<file path="config.mk">
export PLATFORM = sky130hd
export DESIGN_NAME = pkt_serializer
export DESIGN_NICKNAME = d
export VERILOG_FILES = /design/src/rtl/pkt_pkg.sv /design/src/rtl/pkt_csum_acc.sv /design/src/rtl/pkt_serializer.sv
export SDC_FILE = /design/constraint.sdc
export NUM_CORES = 1
export LEC_CHECK = 0
export CORE_ASPECT_RATIO = 1.4
export CORE_UTILIZATION = 40
export DETAILED_ROUTE_END_ITERATION = 6
export GPL_ROUTABILITY_DRIVEN = 0
export GPL_TIMING_DRIVEN = 0
export HOLD_SLACK_MARGIN = 0.03
export PLACE_DENSITY = 0.61
export SYNTH_ARGS = -nofsm -noshare
export SYNTH_HDL_FRONTEND = slang
export SYNTH_SLANG_ARGS = --single-unit
</file>
<file path="constraint.sdc">
create_clock -name clk -period 5.6 [get_ports clk]
set_input_delay 0.84 -clock clk [delete_from_list [all_inputs] [get_ports clk]]
set_output_delay 0.84 -clock clk [all_outputs]
set_load 0.01 [all_outputs]
</file>
<file path="src/rtl/pkt_pkg.sv">
`default_nettype none
// pkt_pkg -- shared types and constants for the packet serializer, rev 1.0.
package pkt_pkg;

  localparam int PKT_NUM_WORDS = 16;
  localparam int PKT_DATA_W    = 8;

  typedef struct packed {
    logic [7:0]                               addr;
    logic [PKT_NUM_WORDS-1:0][PKT_DATA_W-1:0] data;
    logic [3:0]                               cntrl;
  } pkt_t;

  typedef enum logic [2:0] {
    S_IDLE  = 3'd0,
    S_ADDR  = 3'd1,
    S_CNTRL = 3'd2,
    S_DATA  = 3'd3
`ifdef PKT_SERIALIZER_CSUM_EN
    ,
    S_CSUM  = 3'd4
`endif
  } ser_state_t;

endpackage
`default_nettype wire

</file>
<file path="src/rtl/pkt_csum_acc.sv">
`default_nettype none
// pkt_csum_acc -- modulo-256 byte accumulator; sum already includes din, rev 1.0.
module pkt_csum_acc
  import pkt_pkg::*;
(
  input  logic                  clk,
  input  logic                  rst,
  input  logic                  clear,
  input  logic                  acc_en,
  input  logic [PKT_DATA_W-1:0] din,
  output logic [PKT_DATA_W-1:0] sum
);

  logic [PKT_DATA_W-1:0] acc_q;

  assign sum = acc_q + din;

  always_ff @(posedge clk or posedge rst) begin
    if (rst) begin
      acc_q <= '0;
    end else if (clear) begin
      acc_q <= '0;
    end else if (acc_en) begin
      acc_q <= sum;
    end
  end

endmodule
`default_nettype wire

</file>
<file path="src/rtl/pkt_serializer.sv">
`default_nettype none
// pkt_serializer -- packet record to byte stream (addr, cntrl, data, [csum]), rev 1.0.
// Trailing checksum byte is built in when PKT_SERIALIZER_CSUM_EN is defined.
module pkt_serializer
  import pkt_pkg::*;
#(
  parameter int DATA_W    = PKT_DATA_W,
  parameter int NUM_WORDS = PKT_NUM_WORDS
) (
  input  logic                        clk,
  input  logic                        rst,
  input  logic                        in_valid,
  output logic                        in_ready,
  input  logic [7:0]                  in_addr,
  input  logic [NUM_WORDS*DATA_W-1:0] in_data,
  input  logic [3:0]                  in_cntrl,
  output logic                        out_valid,
  input  logic                        out_ready,
  output logic [DATA_W-1:0]           out_byte,
  output logic                        out_sop,
  output logic                        out_eop,
  output logic                        busy
);

  localparam logic [7:0] LAST = 8'(NUM_WORDS - 1);
`ifdef PKT_SERIALIZER_CSUM_EN
  localparam bit CSUM_EN = 1'b1;
`else
  localparam bit CSUM_EN = 1'b0;
`endif

  ser_state_t                  state;
  logic [7:0]                  addr_q;
  logic [3:0]                  cntrl_q;
  logic [NUM_WORDS*DATA_W-1:0] data_q;
  logic [7:0]                  idx;
  logic [7:0]                  idx_nxt;

  assign idx_nxt  = idx + 8'd1;
  assign in_ready = (state == S_IDLE) && !rst;
  assign busy     = (state != S_IDLE);

`ifdef PKT_SERIALIZER_CSUM_EN
  logic [DATA_W-1:0] csum_sum;

  // Accumulates every byte as it is handed downstream; csum_sum includes the byte on the bus.
  pkt_csum_acc u_csum (
    .clk    (clk),
    .rst    (rst),
    .clear  ((state == S_IDLE) && in_valid),
    .acc_en (out_valid && out_ready && (state != S_CSUM)),
    .din    (out_byte),
    .sum    (csum_sum)
  );
`endif

  always_ff @(posedge clk or posedge rst) begin
    if (rst) begin
      state     <= S_IDLE;
      addr_q    <= '0;
      cntrl_q   <= '0;
      data_q    <= '0;
      idx       <= '0;
      out_valid <= 1'b0;
      out_byte  <= '0;
      out_sop   <= 1'b0;
      out_eop   <= 1'b0;
    end else begin
      case (state)
        S_IDLE: begin
          if (in_valid) begin
            addr_q    <= in_addr;
            cntrl_q   <= in_cntrl;
            data_q    <= in_data;
            idx       <= '0;
            state     <= S_ADDR;
            out_valid <= 1'b1;
            out_byte  <= in_addr;
            out_sop   <= 1'b1;
            out_eop   <= 1'b0;
          end
        end
        S_ADDR: begin
          if (out_ready) begin
            state    <= S_CNTRL;
            out_byte <= {4'b0000, cntrl_q};
            out_sop  <= 1'b0;
          end
        end
        S_CNTRL: begin
          if (out_ready) begin
            state    <= S_DATA;
            out_byte <= data_q[0 +: DATA_W];
            out_eop  <= (LAST == 8'd0) && !CSUM_EN;
          end
        end
        S_DATA: begin
          if (out_ready) begin
            if (idx == LAST) begin
`ifdef PKT_SERIALIZER_CSUM_EN
              state    <= S_CSUM;
              out_byte <= csum_sum;
              out_eop  <= 1'b1;
`else
              state     <= S_IDLE;
              out_valid <= 1'b0;
              out_byte  <= '0;
              out_eop   <= 1'b0;
`endif
            end else begin
              idx      <= idx_nxt;
              out_byte <= data_q[int'(idx_nxt)*DATA_W +: DATA_W];
              out_eop  <= (idx_nxt == LAST) && !CSUM_EN;
            end
          end
        end
`ifdef PKT_SERIALIZER_CSUM_EN
        S_CSUM: begin
          if (out_ready) begin
            state     <= S_IDLE;
            out_valid <= 1'b0;
            out_byte  <= '0;
            out_eop   <= 1'b0;
          end
        end
`endif
        default: state <= S_IDLE;
      endcase
    end
  end

endmodule
`default_nettype wire

</file>
==> flow_summary.ini <==
[outcome]
status = complete, no violations

[critical_path]
critPathMaxFanout = 10
path_class = reg2reg
worstSetupStartpointType = register
worst_r2r_path_depth = 11
cp.required_ns = 5.91
worst-endpoint-arrival_ns = 3.82
setup.worst_path.end_class = register

[yosys]
yosysUniqueCellTypes = 42
flop_and_latch_count_out_of_synthesis = 153
synth-warning-count = 0
synth_area_per_cell_um2 = 14.5
yosysSeqAreaShare_pct = 53.2
synth_area_um2 = 7200
syn-instance-count = 495
synth_enable_flop_cells = 0
synth_top_flop_cell = sky130_fd_sc_hd__dfrtp_1
async_reset_ff_share_pct = 100
post_synthesis_net_count = 645

[clock_tree]
cts-htree-levels = 4
clkSinkCount = 153
clock_insertion_delay_worst_skew_ns = 0.42
clkTransAtPathRegs_ns = 0.06
cts_tree = yes
cts_inserted_buffers = 17
cts_resized = 0
cts_hold_buf = 0
cts.repair_timing.setup_buffer_count = 0
root_buffer = sky130_fd_sc_hd__clkbuf_16
cts_max_path_buffers = 2

[placement]
portBuffers = 156
place.detailed.hpwl_mm = 14.3
numPlacedInstances = 888
detailedPlace.worstSlack_ns = 2.02

[detailed_routing]
post-route-drc-count = 0
num_vias = 4863
drtPass1Iterations = 5
routed_wirelength_mm = 18.8
first_iter_violations = 199
antenna_violating_nets_post_route = 0
vias_per_cell = 5.29
detail_route.wl_per_cell_um = 20.4

[power]
leakage_power_of_the_design_nw = 4.00
total_power_mw = 5.14
power.ir.vdd_worst_mv = 0.242
pwr_density_cell_nw_per_um2 = 531

[sta]
final-hold-violation-count = 0
clock_skew_ns = 0.00647
grt_setup_unrepaired = no
final.setup.worst_slack_ns = 2.10
setup_viol = 0
worst_slew_pin_slew_ns = 0.799
fmax_mhz = 285
slew_viol_final = 0
layout_worst_path_cycle_share_pct = 62.6
period_needed_ns = 3.50
max_slew_margin_pct = 46.7
final.hold.worst_slack_ns = 0.487

[global_routing]
grt_antenna_before_repair = 0
grt_first_pass_wirelength_mm = 29.8
first_global_vias = 5364
grt.overflow.total = 0
groute.usage.overall_pct = 22.0
grt_start_max_net_pins = 82

[floorplan]
num_io_pins = 157
start_util_pct = 41.2
die_h_um = 161
design.core.area_um2 = 17500
dieWidth_um = 115
rows = 57
die_area_um2 = 18600

[worst_hold_path]
holdPathStages = 1
timing.hold.worst.class = reg2reg

[finish]
leading_cell_type_in_the_layout_fill_and_taps_excluded = sky130_fd_sc_hd__clkdlybuf4s50_1
finish.cell_count_without_fillers = 920
layout-area-overhead-vs-synth_pct = 34.4
layout-drive-gt1-share_pct = 14.0
num-nets-final = 821
most-common-layout-cells = sky130_fd_sc_hd__clkdlybuf4s50_1 (156), sky130_fd_sc_hd__dfrtp_1 (153), sky130_fd_sc_hd__mux2_1 (132)
num_antenna_cells = 0

[job]
maxCapViolCount = 0
-- flip-flops by register name, indices dropped and copies added, names as in the netlist --
name,flops
cntrl_q,4
out_byte,8
data_q,128
out_eop,1
out_valid,1
state,2
idx,8
out_sop,1
-- layer usage --
metal	global-route usage, %	up-vias	part of all wire, %
met5	0	-	0
met4	8.97	0	2.8
met3	4.49	28	4.3
met2	37.7	120	52
met1	26.8	2522	41
li1	-	2193	-
-- critical path: stages (launching register included) --
cell                      delay, ns
sky130_fd_sc_hd__dfrtp_1       0.37
sky130_fd_sc_hd__buf_4         0.24
sky130_fd_sc_hd__buf_2         0.33
sky130_fd_sc_hd__inv_1         0.08
sky130_fd_sc_hd__ha_1          0.27
sky130_fd_sc_hd__buf_2         0.21
sky130_fd_sc_hd__buf_2         0.33
sky130_fd_sc_hd__buf_2         0.40
sky130_fd_sc_hd__mux4_2        0.38
sky130_fd_sc_hd__mux2i_1       0.36
sky130_fd_sc_hd__mux2i_1       0.15
sky130_fd_sc_hd__a31o_1        0.24
-- per-stage QoR --
stage | setup TNS [ns] | utilization, % | cell area [µm²]
after floorplan | 0 | - | 7200
after global placement | -214.66 | 51.8 | 9060
after detailed placement | 0 | 52.0 | 9090
after CTS | 0 | 55.4 | 9680
after global routing | 0 | 55.4 | 9680
final | 0 | 55.4 | 9680
-- Yosys cell counts, types with 3 or more instances --
library cell	number	area, µm²
sky130_fd_sc_hd__buf_2	17	85.1
sky130_fd_sc_hd__nor2_1	19	71.3
sky130_fd_sc_hd__a31o_1	4	35.0
sky130_fd_sc_hd__o22ai_1	6	37.5
sky130_fd_sc_hd__buf_1	6	22.5
sky130_fd_sc_hd__nand2_1	20	75.1
sky130_fd_sc_hd__a221oi_1	7	61.3
sky130_fd_sc_hd__clkbuf_1	5	18.8
sky130_fd_sc_hd__inv_1	6	22.5
sky130_fd_sc_hd__mux2i_1	13	130
sky130_fd_sc_hd__o31ai_1	6	45.0
sky130_fd_sc_hd__xor2_1	3	26.3
sky130_fd_sc_hd__dfrtp_1	153	3830
sky130_fd_sc_hd__nand3_1	4	20.0
sky130_fd_sc_hd__ha_1	6	75.1
sky130_fd_sc_hd__a21oi_1	7	35.0
sky130_fd_sc_hd__o21ai_1	15	75.1
sky130_fd_sc_hd__mux2_1	132	1490
sky130_fd_sc_hd__mux4_2	36	811
sky130_fd_sc_hd__buf_4	4	30.0
-- worst paths after layout --
check,start,slack (ns),end
max,idx[0],2.10,out_byte[1]
min,data_q[92],0.49,data_q[92]
max reg2reg,idx[0],2.10,out_byte[1]
min reg2reg,data_q[92],0.49,data_q[92]
max in group asynchronous,rst,3.82,data_q[11]
min in group asynchronous,rst,0.97,state[0]
-- kinds of logic (layout without fill, tap and decap cells) --
family,count (synthesis),in the layout,synth area share (%)
fa+ha+maj,6,6,1.04
buf+inv,40,229,2.69
simple gates,55,55,3.47
xor+xnor,5,5,0.817
flops,153,153,53.2
mux,181,181,33.7
compound gates,55,55,5.11
-- report_power, final --
part           internal [mW]  total [mW]  switching [mW]
Combinational           1.11        2.07           0.961
Clock                  0.672        1.12           0.452
Sequential              1.65        1.95           0.298
Total                   3.43        5.14            1.71
-- area by class of cell --
cell class                 instances  area, µm²
timing repair buffer             157       1590
clock buffer                      23        498
buffer                            33        168
inverter                           7       31.3
multi-input combinational        302       3180
tap                              236        295
fill                            1515       7790
clock inverter                     9       88.8
sequential                       153       3830
(Power assumes the default switching activity.)
